$ cat config.mk
export PLATFORM = sky130hd
export DESIGN_NAME = pixel_frame_collector
export DESIGN_NICKNAME = d
export VERILOG_FILES = /design/src/rtl/pixel_pkg.sv /design/src/rtl/frame_ram.sv /design/src/rtl/pixel_frame_collector.sv
export SDC_FILE = /design/constraint.sdc
export NUM_CORES = 2
export LEC_CHECK = 0
export BUFFER_PORTS_ARGS = -buffer_cell sky130_fd_sc_hd__buf_2
export CELL_PAD_IN_SITES_DETAIL_PLACEMENT = 0
export CELL_PAD_IN_SITES_GLOBAL_PLACEMENT = 2
export CORE_MARGIN = 2
export CORE_UTILIZATION = 35
export DETAILED_ROUTE_END_ITERATION = 6
export PLACE_DENSITY = 0.62
export SYNTH_ARGS = -nofsm -noshare
export SYNTH_HDL_FRONTEND = slang
export SYNTH_HIERARCHICAL = 1
export SYNTH_SLANG_ARGS = --single-unit
export TNS_END_PERCENT = 1
$ cat constraint.sdc
create_clock -name clk -period 2.71 [get_ports clk]
set_input_delay 0.1355 -clock clk [delete_from_list [all_inputs] [get_ports clk]]
set_output_delay 0.1355 -clock clk [all_outputs]
set_load 0.02 [all_outputs]
$ cat src/rtl/pixel_pkg.sv
// Shared types and constants for the pixel frame collector.
// No logic; state encoding and pixel width live here.
// Imported by the collector and its frame RAM.
package pixel_pkg;

  localparam int              PIX_W   = 8;
  localparam logic [PIX_W-1:0] PIX_MAX = 8'hFF;

  typedef enum logic {
    CAPTURE = 1'b0,
    DRAIN   = 1'b1
  } state_t;

endpackage

$ cat src/rtl/frame_ram.sv
// Simple dual-port frame store: one write port, one synchronous read port.
// Latency: read data appears one cycle after rd_en; held while rd_en is low.
// Backpressure: none; the caller gates rd_en to stall the read data.
module frame_ram
  import pixel_pkg::*;
#(
  parameter int DEPTH = 256,
  parameter int AW    = $clog2(DEPTH)
) (
  input  logic             clk,
  input  logic             wr_en,
  input  logic [AW-1:0]    wr_addr,
  input  logic [PIX_W-1:0] wr_data,
  input  logic             rd_en,
  input  logic [AW-1:0]    rd_addr,
  output logic [PIX_W-1:0] rd_data
);

  logic [PIX_W-1:0] mem [DEPTH];

  // Write port: store a pixel when the collector accepts a beat.
  always_ff @(posedge clk) begin
    if (wr_en) begin
      mem[wr_addr] <= wr_data;
    end
  end

  // Read port: registered output that holds its value when not enabled.
  always_ff @(posedge clk) begin
    if (rd_en) begin
      rd_data <= mem[rd_addr];
    end
  end

endmodule

$ cat src/rtl/pixel_frame_collector.sv
// Captures one raster frame into RAM with a running XOR, then replays it with raster flags.
// Latency: first output beat two cycles after the last input beat; one beat/cycle both ways.
// Backpressure: in_ready is high only while capturing; out_ready low freezes the output beat.
module pixel_frame_collector
  import pixel_pkg::*;
#(
  parameter int IMG_W = 16,
  parameter int IMG_H = 16
) (
  input  logic             clk,
  input  logic             rst,
  input  logic             frame_abort,
  input  logic             in_valid,
  input  logic [PIX_W-1:0] in_byte,
  output logic             in_ready,
  output logic             out_valid,
  output logic [PIX_W-1:0] out_byte,
  input  logic             out_ready,
  output logic             out_sof,
  output logic             out_sol,
  output logic             out_eol,
  output logic             out_eof,
  output logic             frame_done,
  output logic [PIX_W-1:0] frame_xor
);

  localparam int N  = IMG_W * IMG_H;
  localparam int AW = $clog2(N);
  localparam int XW = $clog2(IMG_W);
  localparam int YW = (IMG_H > 1) ? $clog2(IMG_H) : 1;

  localparam logic [XW-1:0] X_LAST = XW'(IMG_W - 1);
  localparam logic [YW-1:0] Y_LAST = YW'(IMG_H - 1);
  localparam logic [AW-1:0] A_LAST = AW'(N - 1);

  state_t           state;
  state_t           next_state;

  logic [XW-1:0]    x;
  logic [YW-1:0]    y;
  logic [AW-1:0]    wr_addr;
  logic [PIX_W-1:0] run_xor;

  logic [AW-1:0]    rd_ptr;
  logic [XW-1:0]    rd_x;
  logic             rd_last;   // final address already fetched this drain

  logic             in_beat;
  logic             last_in;
  logic             out_hs;
  logic             eof_hs;
  logic             fetch;

  // An abort in the same cycle as an input beat drops the beat entirely.
  assign in_beat = in_valid && (state == CAPTURE) && !frame_abort;
  assign last_in = in_beat && (x == X_LAST) && (y == Y_LAST);
  assign out_hs  = out_valid && out_ready;
  assign eof_hs  = out_hs && out_eof;
  // Read the next pixel whenever the output register is empty or being emptied.
  assign fetch   = (state == DRAIN) && !rd_last && (!out_valid || out_ready) && !frame_abort;

  // State register.
  always_ff @(posedge clk) begin
    if (rst) begin
      state <= CAPTURE;
    end else begin
      state <= next_state;
    end
  end

  // Next state: capture until the last pixel lands, drain until the eof beat leaves.
  always_comb begin
    next_state = state;
    if (frame_abort) begin
      next_state = CAPTURE;
    end else begin
      case (state)
        CAPTURE: if (last_in) next_state = DRAIN;
        DRAIN:   if (eof_hs)  next_state = CAPTURE;
        default: next_state = CAPTURE;
      endcase
    end
  end

  // State-decoded outputs: input is accepted only while capturing.
  always_comb begin
    in_ready = (state == CAPTURE);
  end

  // Capture counters and running checksum.
  always_ff @(posedge clk) begin
    if (rst || frame_abort) begin
      x       <= '0;
      y       <= '0;
      wr_addr <= '0;
      run_xor <= '0;
    end else if (in_beat) begin
      if (last_in) begin
        x       <= '0;
        y       <= '0;
        wr_addr <= '0;
        run_xor <= '0;
      end else begin
        run_xor <= run_xor ^ in_byte;
        wr_addr <= wr_addr + AW'(1);
        if (x == X_LAST) begin
          x <= '0;
          y <= y + YW'(1);
        end else begin
          x <= x + XW'(1);
        end
      end
    end
  end

  // Completion pulse and frame checksum; abort leaves the last checksum intact.
  always_ff @(posedge clk) begin
    if (rst) begin
      frame_done <= 1'b0;
      frame_xor  <= '0;
    end else begin
      frame_done <= last_in;
      if (last_in) begin
        frame_xor <= run_xor ^ in_byte;
      end
    end
  end

  // Read pointer and its column, walked in raster order during drain.
  always_ff @(posedge clk) begin
    if (rst || frame_abort || eof_hs) begin
      rd_ptr  <= '0;
      rd_x    <= '0;
      rd_last <= 1'b0;
    end else if (fetch) begin
      if (rd_ptr == A_LAST) begin
        rd_ptr  <= '0;
        rd_x    <= '0;
        rd_last <= 1'b1;
      end else begin
        rd_ptr <= rd_ptr + AW'(1);
        rd_x   <= (rd_x == X_LAST) ? '0 : rd_x + XW'(1);
      end
    end
  end

  // Output valid and flags, registered alongside the RAM read data.
  always_ff @(posedge clk) begin
    if (rst || frame_abort) begin
      out_valid <= 1'b0;
      out_sof   <= 1'b0;
      out_sol   <= 1'b0;
      out_eol   <= 1'b0;
      out_eof   <= 1'b0;
    end else if (fetch) begin
      out_valid <= 1'b1;
      out_sof   <= (rd_ptr == '0);
      out_sol   <= (rd_x == '0);
      out_eol   <= (rd_x == X_LAST);
      out_eof   <= (rd_ptr == A_LAST);
    end else if (out_hs) begin
      out_valid <= 1'b0;
    end
  end

  frame_ram #(
    .DEPTH (N)
  ) u_frame_ram (
    .clk     (clk),
    .wr_en   (in_beat),
    .wr_addr (wr_addr),
    .wr_data (in_byte),
    .rd_en   (fetch),
    .rd_addr (rd_ptr),
    .rd_data (out_byte)
  );

endmodule
After elaboration in Yosys (flattened, before gate mapping)
Memory sizes are Yosys's and may differ from the RTL's. A register that Yosys moved wholly into a read port is not among the register bits.
Cells that the tools add are included.
{"block": "word_totals", "latchBits": 0, "register_bits": 52, "in_bits": 13, "mem_bits_rw": 2048, "rom_bits": 0, "mem_count": 1, "elab_cells": 65}
{"memory": "u_frame_ram.mem", "depth": 256, "width": 8, "read_ports": 1, "rd_clocked_by_memory_dff": 1, "write_ports": 1, "line": "frame_ram.sv:19", "text": "logic [PIX_W-1:0] mem [DEPTH];"}
{"block": "classes", "div": 0, "mul": 0, "shift": 0, "reduce_logical": 22, "n_eq_ne": 4, "addsub": 5, "muxes": 16, "bitwise_logic": 2, "order_cmp": 0}
{"op": "4-bit 2-to-1 mux", "n": 6}
{"op": "8-bit 2-to-1 mux", "n": 3}
{"op": "8-bit by 1-bit adder with 8-bit output, second input constant", "n": 2}
{"op": "4-bit by 1-bit adder with 4-bit output, second input constant", "n": 3}
{"op": "4-bit equality test, second input constant", "n": 3}
{"op": "1-bit logical AND", "n": 9}
{"op": "8-bit equality test, second input constant", "n": 1}
{"op": "8-bit zero test", "n": 1}
{"op": "8-bit XOR", "n": 1}
{"op": "1-bit 2-to-1 mux", "n": 6}
{"op": "4-bit zero test", "n": 1}
{"op": "2-bit AND reduction", "n": 2}
{"op": "2-bit nonzero test", "n": 2}
{"op": "1-bit zero test", "n": 3}
{"op": "1-bit logical OR", "n": 3}
{"op": "1-bit case mux with 2 select lines", "n": 1}
{"op": "2-bit OR reduction", "n": 1}
{"op": "1-bit inverter", "n": 1}

Depth between registers and ports, before layout
{"block": "depth", "depth_word": 7, "mapped_depth": 11}

Hierarchy
The synthesis kept the hierarchy.
{"module": "frame_ram", "area_each_um2": 79636.4, "cells_each": 3733, "seq_area_each_um2": 61739.2, "n_inst": 1}
{"module": "pixel_frame_collector", "area_each_um2": 2259.7, "cells_each": 256, "seq_area_each_um2": 1041.0, "n_inst": 1}

Worst setup path after synthesis
Ideal clock, no wire load.
{"block": "synth_timing", "path_kind": "reg2reg", "from": "reg state", "to": "mem u_frame_ram.mem[234][0], enable pin", "arrival_ns": 2.207, "path_slack_ns": 0.133, "setup_time_ns": 0.370, "period_less_slack_ns": 2.577, "path_stages_with_launch": 8, "cell_sequence": "dfxtp_1 > nor3b_2 > buf_2 > clkbuf_1 > buf_1 > nand3_1 > clkbuf_1 > nor2_1"}
{"block": "synth_via", "elab_chain_cells": 5}
{"item": "start, declared", "line": "pixel_frame_collector.sv:36", "text": "state_t state;"}
{"item": "start signal, assigned", "line": "pixel_frame_collector.sv:67", "text": "state <= next_state;"}
{"item": "1-bit inverter"}
{"item": "1-bit logical AND (2 in series)", "line": "pixel_frame_collector.sv:55", "text": "assign in_beat = in_valid && (state == CAPTURE) && !frame_abort;"}
{"item": "named net in_beat", "line": "pixel_frame_collector.sv:48", "text": "logic in_beat;"}
{"item": "1-bit 2-to-1 mux", "line": "frame_ram.sv:23", "text": "if (wr_en) begin"}
{"item": "1-bit 2-to-1 mux (not written as such)", "line": "frame_ram.sv:24", "text": "mem[wr_addr] <= wr_data;"}
{"item": "end, declared", "line": "frame_ram.sv:19"}
The timed path passes the listed nets, and every way through them passes these cells.

==> out/results.txt <==
A synthesized cell averages 20.5 um^2. The multi-input combinational cells in the finished layout cover a total of 18200 um^2. The final hold violation count was 0; the final critical-path share of the clock period was 109%.

The endpoint of the worst-slack reg-to-reg timing path was u_frame_ram/rd_data[2]. The clock tree synthesis step divided the H-tree into 4 levels. The placed cell area is 90900 um^2, and the share of Yosys cell area claimed by the top area cell type is 75.4%.

The post-synthesis share of cell area spent on full adders, half adders and majority gates is 0.107%, and the number of placement rows is 177. In this run, CTS created clock tree buffers numbering 217. In this run the static leakage power is 30.7 nW.

The achievable clock frequency was 0.340 GHz. Hold timing on the final database bottoms out at a slack of 0.125 ns. The checks that failed: setup timing. The pre-CTS setup slack is -1.04 ns, and the xor and xnor fraction of the mapped netlist area is 0.353%. At the pin with the least slew margin, the transition time is 0.984 ns. The detailed-router iteration count before antenna repair is 7, and the mux contribution to synthesized area is 14.2%. Summing every instance area after synthesis gives 81900 um^2. Once layout is done, the placed cells without fillers occupy 98900 um^2. The type of destination of the critical path was a flop. The tools report the maximum number of pins on one net before global-route repair as 88. The synthesized net count is 4009, and the final core area utilization is 42.5%.

The logs give 65.5 mW for the total chip power and 2108 for the TritonCTS sink count. In this run the worst path has a maximum fanout of 5. STA classifies the critical path startpoint as a flop. The total global routing track utilization came out at 19.2%. The synthesized netlist devotes 3.54% of its cell area to compound gates. The root buffer cell chosen for the clock tree is sky130_fd_sc_hd__clkbuf_16. The beginning of the critical path was rd_ptr[0]. After detailed routing, the number of remaining DRC violations is 0.

During I/O placement, the number of pins put on the boundary was 36. The max-slew violation count came out at 0. The tools report the total core area as 233000 um^2.

Yosys mapped a number of flops with a built-in enable equal to 2056. TritonCTS built the clock tree. The run finished, with violations left. The initial antenna violation count came out at 9. Counting every instance in the synthesized netlist gives 3989. The run gives 20400 as the filler cell count. The ratio of routed vias to standard cells was 5.34. The horizontal extent of the die is 488 um. The power per cell area was 663 nW/um^2. The clock network is responsible for 44.2% of the overall power.

For this design the total switching power over the nets is 13.3 mW. Remaining antenna violation count: 0. The shortest clock period the worst path allows after layout was 2.94 ns; the switching part of the total was 20.3%.

Sequential area share after synthesis: 76.7%. After clock tree synthesis, the clock-pin slew on the worst setup and hold paths is 0.06 ns. Among all flip-flop cells after synthesis, the most frequent one is sky130_fd_sc_hd__edfxtp_1. The setup check on the worst reg-to-reg path leaves a slack of -0.23 ns. The worst register-to-register path begins at rd_ptr[0].

The synthesized netlist devotes 3.26% of its cell area to simple gates. Combinational cells account for 1.3% of the total power. The post-layout worst setup margin came out at -0.235 ns.

The clock tree buffer depth is 3, and the worst endpoint data arrival time is 3.53 ns. At the end of the flow, the number of nets in the layout was 4766. Clock latency on the worst-skew pair, taken at its later pin, is 0.87 ns. The top cell types in the final layout, fill and taps aside, are 2056 x sky130_fd_sc_hd__edfxtp_1, 623 x sky130_fd_sc_hd__buf_4, 454 x sky130_fd_sc_hd__mux4_2.

The logs give 7529 for the number of placed cells counting well taps and 0 for the final global-route overflow total. After synthesis, the share of flip-flops with an asynchronous set or reset is 0%. The tools report the capture point of the critical path as u_frame_ram/rd_data[2]. Maximum ir drop on the vdd rail: 0.000504 V. The synthesized design spends more area on one cell type than any other, namely sky130_fd_sc_hd__edfxtp_1. The global-route wire length before repair came out at 326 mm. The finished layout holds 7972 standard cells, fillers aside. The total negative slack came out at -1.68 ns. Yosys attributes the largest share of cell area to sky130_fd_sc_hd__edfxtp_1 75%, sky130_fd_sc_hd__mux4_2 12%, sky130_fd_sc_hd__mux2i_1 1.7%.

The share of layout cells above drive strength 1 is 33.0%. The synthesis-stage register bit count works out to 2108. Wires add up to 229 mm.

The run gives 8 as the final setup violation count. The tightest min-delay check is of the input port to flop type. The tools report the number of global-route vias before repair as 43600.

The initial utilization of the core area, before any placement, comes to 35.2%. In this run, the number of DRC markers left after iteration 0 of detailed routing was 4013. Internal power comes to 52.2 mW. The total number of vias came out at 42600. For the count of cell types in the netlist, the log shows 71. Leaving out fill and tap cells, the most frequent cell in the layout is sky130_fd_sc_hd__edfxtp_1. The run gives 6 as the count of yosys warnings during synthesis. During placement, the flow inserted port buffers numbering 35. The remaining max-slew budget at the tightest pin is 34.4%. Setup repair after global routing could not meet its margin everywhere. The sequential cells in the finished layout cover a total of 62800 um^2.

Vertical die dimension: 488 um. Counting cells, the worst reg-to-reg path comes to 11. The tools report the worst-case clock skew as 0.0704 ns. After synthesis, the largest family of logic cells by area is multiplexers. The sequential fraction of design power was 54.5%. After legalization and detailed placement, the total HPWL measured 148 mm. Relative to the synthesized area, the layout overhead comes to 20.8%. The wire length per cell was 28.7 um.

The number of max-capacitance violations reported came out at 0. Kind of critical path: flop to flop. At the end of routability-driven placement, the weighted congestion stood at 0.807. The run gives 3.30 ns as the worst endpoint required time. Total die area: 238000 um^2.
-- cells in the mapped netlist (all sizes together), types with 3 or more instances --
library cell and n:
a22oi 133, a31oi 4, and4 3, nand2b 10
nor2 320, a22o 8, o21ai 14, or2 7
mux2i 136, xor2 19, edfxtp 2056, a211oi 24
nand4 19, and2 10, a221oi 14, o22a 5
dfxtp 52, mux4 456, o211ai 10, buf 126
a2111oi 5, o221ai 47, and3 3, nor3b 3
o22ai 30, nand2 64, inv 8, nor3 28
xnor2 14, clkbuf 116, a21oi 108, nor2b 31
o32ai 5, ha 7, nand3 46, nor4 27
-- sequential cells by signal, summed over array words and instances, names as in the netlist --
register,cells
out_eol,1
frame_xor,8
rd_last,1
state,1
out_valid,1
u_frame_ram/mem,2048
u_frame_ram/rd_data,8
out_sof,1
x,4
run_xor,8
wr_addr,8
out_eof,1
rd_x,4
frame_done,1
rd_ptr,8
out_sol,1
y,4
-- per-layer routing --
metal / track usage, % / routed length (um) / vias to the layer above / part of all wire [%]
met5: 0 / 13 / - / 0.0057
met4: 5.06 / 5530 / 2 / 2.4
met3: 2.87 / 12200 / 280 / 5.4
met2: 31.9 / 113000 / 1205 / 49
met1: 26.5 / 98300 / 22900 / 43
li1: - / - / 18100 / -
-- power groups by stage --
stage / Clock, mW / Combinational, mW / Sequential (mW)
finish: 29.0 / 0.831 / 35.8
global route: 30.9 / 0.906 / 35.7
CTS: 29.7 / 0.862 / 35.7
detailed placement: 0 / 0.845 / 36.4
global placement: 0 / 0.810 / 36.4
floorplan: 0 / 0.0676 / 36.5
-- cells by family after synthesis --
group | count (synthesis)
xor gates and xnor gates | 33
muxes | 593
buffers and inverters | 251
and+or+nand+nor | 583
AOI/OAI and AO/OA | 414
adders and majority gates | 7
DFF | 2108
-- critical path, cell delays in order, from the launching register on --
cell	delay (ns)
sky130_fd_sc_hd__dfxtp_4	0.40
sky130_fd_sc_hd__buf_12	0.15
sky130_fd_sc_hd__bufbuf_16	0.27
sky130_fd_sc_hd__buf_6	0.13
sky130_fd_sc_hd__mux4_2	0.53
sky130_fd_sc_hd__mux4_2	0.50
sky130_fd_sc_hd__nor2_2	0.11
sky130_fd_sc_hd__a2111oi_2	0.05
sky130_fd_sc_hd__buf_4	0.14
sky130_fd_sc_hd__nor3_2	0.14
sky130_fd_sc_hd__buf_6	0.18
sky130_fd_sc_hd__nor4_2	0.06
-- what timing repair did --
| item | 4_1_cts | 5_1_grt |
|---|---|---|
| gates resized for setup | 99 | 25 |
| buffers inserted | 22 | 0 |
| endpoints found under the hold margin | 956 | 0 |
| hold buffers | 15 | 0 |
| setup endpoints to repair | 8 | 8 |
| pin swaps | 17 | 12 |
| cloned | 4 | 0 |
-- how the worst min path moves through the flow --
stage               start                     to  slack (ns)  cells past startpoint
2_1_floorplan  in_byte[0]  u_frame_ram/mem[0][0]        0.23                      0
3_3_place_gp      out_sol                out_sol        0.44                      2
3_5_place_dp      out_sol                out_sol        0.45                      2
4_1_cts               rst           frame_xor[5]        0.06                      3
5_1_grt               rst           frame_xor[4]        0.12                      3
6_report              rst           frame_xor[4]        0.13                      3
-- area by class of cell --
class | instances | area share, %
inverters | 9 | 0.0342
clock buffers | 273 | 5.72
multi-input cells | 1630 | 18.4
repair buffers | 780 | 7.28
diodes | 5 | 0.0127
clock inverters | 124 | 1.21
flip-flops and latches | 2108 | 63.5
well taps | 3043 | 3.85
Note: power is estimated with default switching activity, not from simulation.
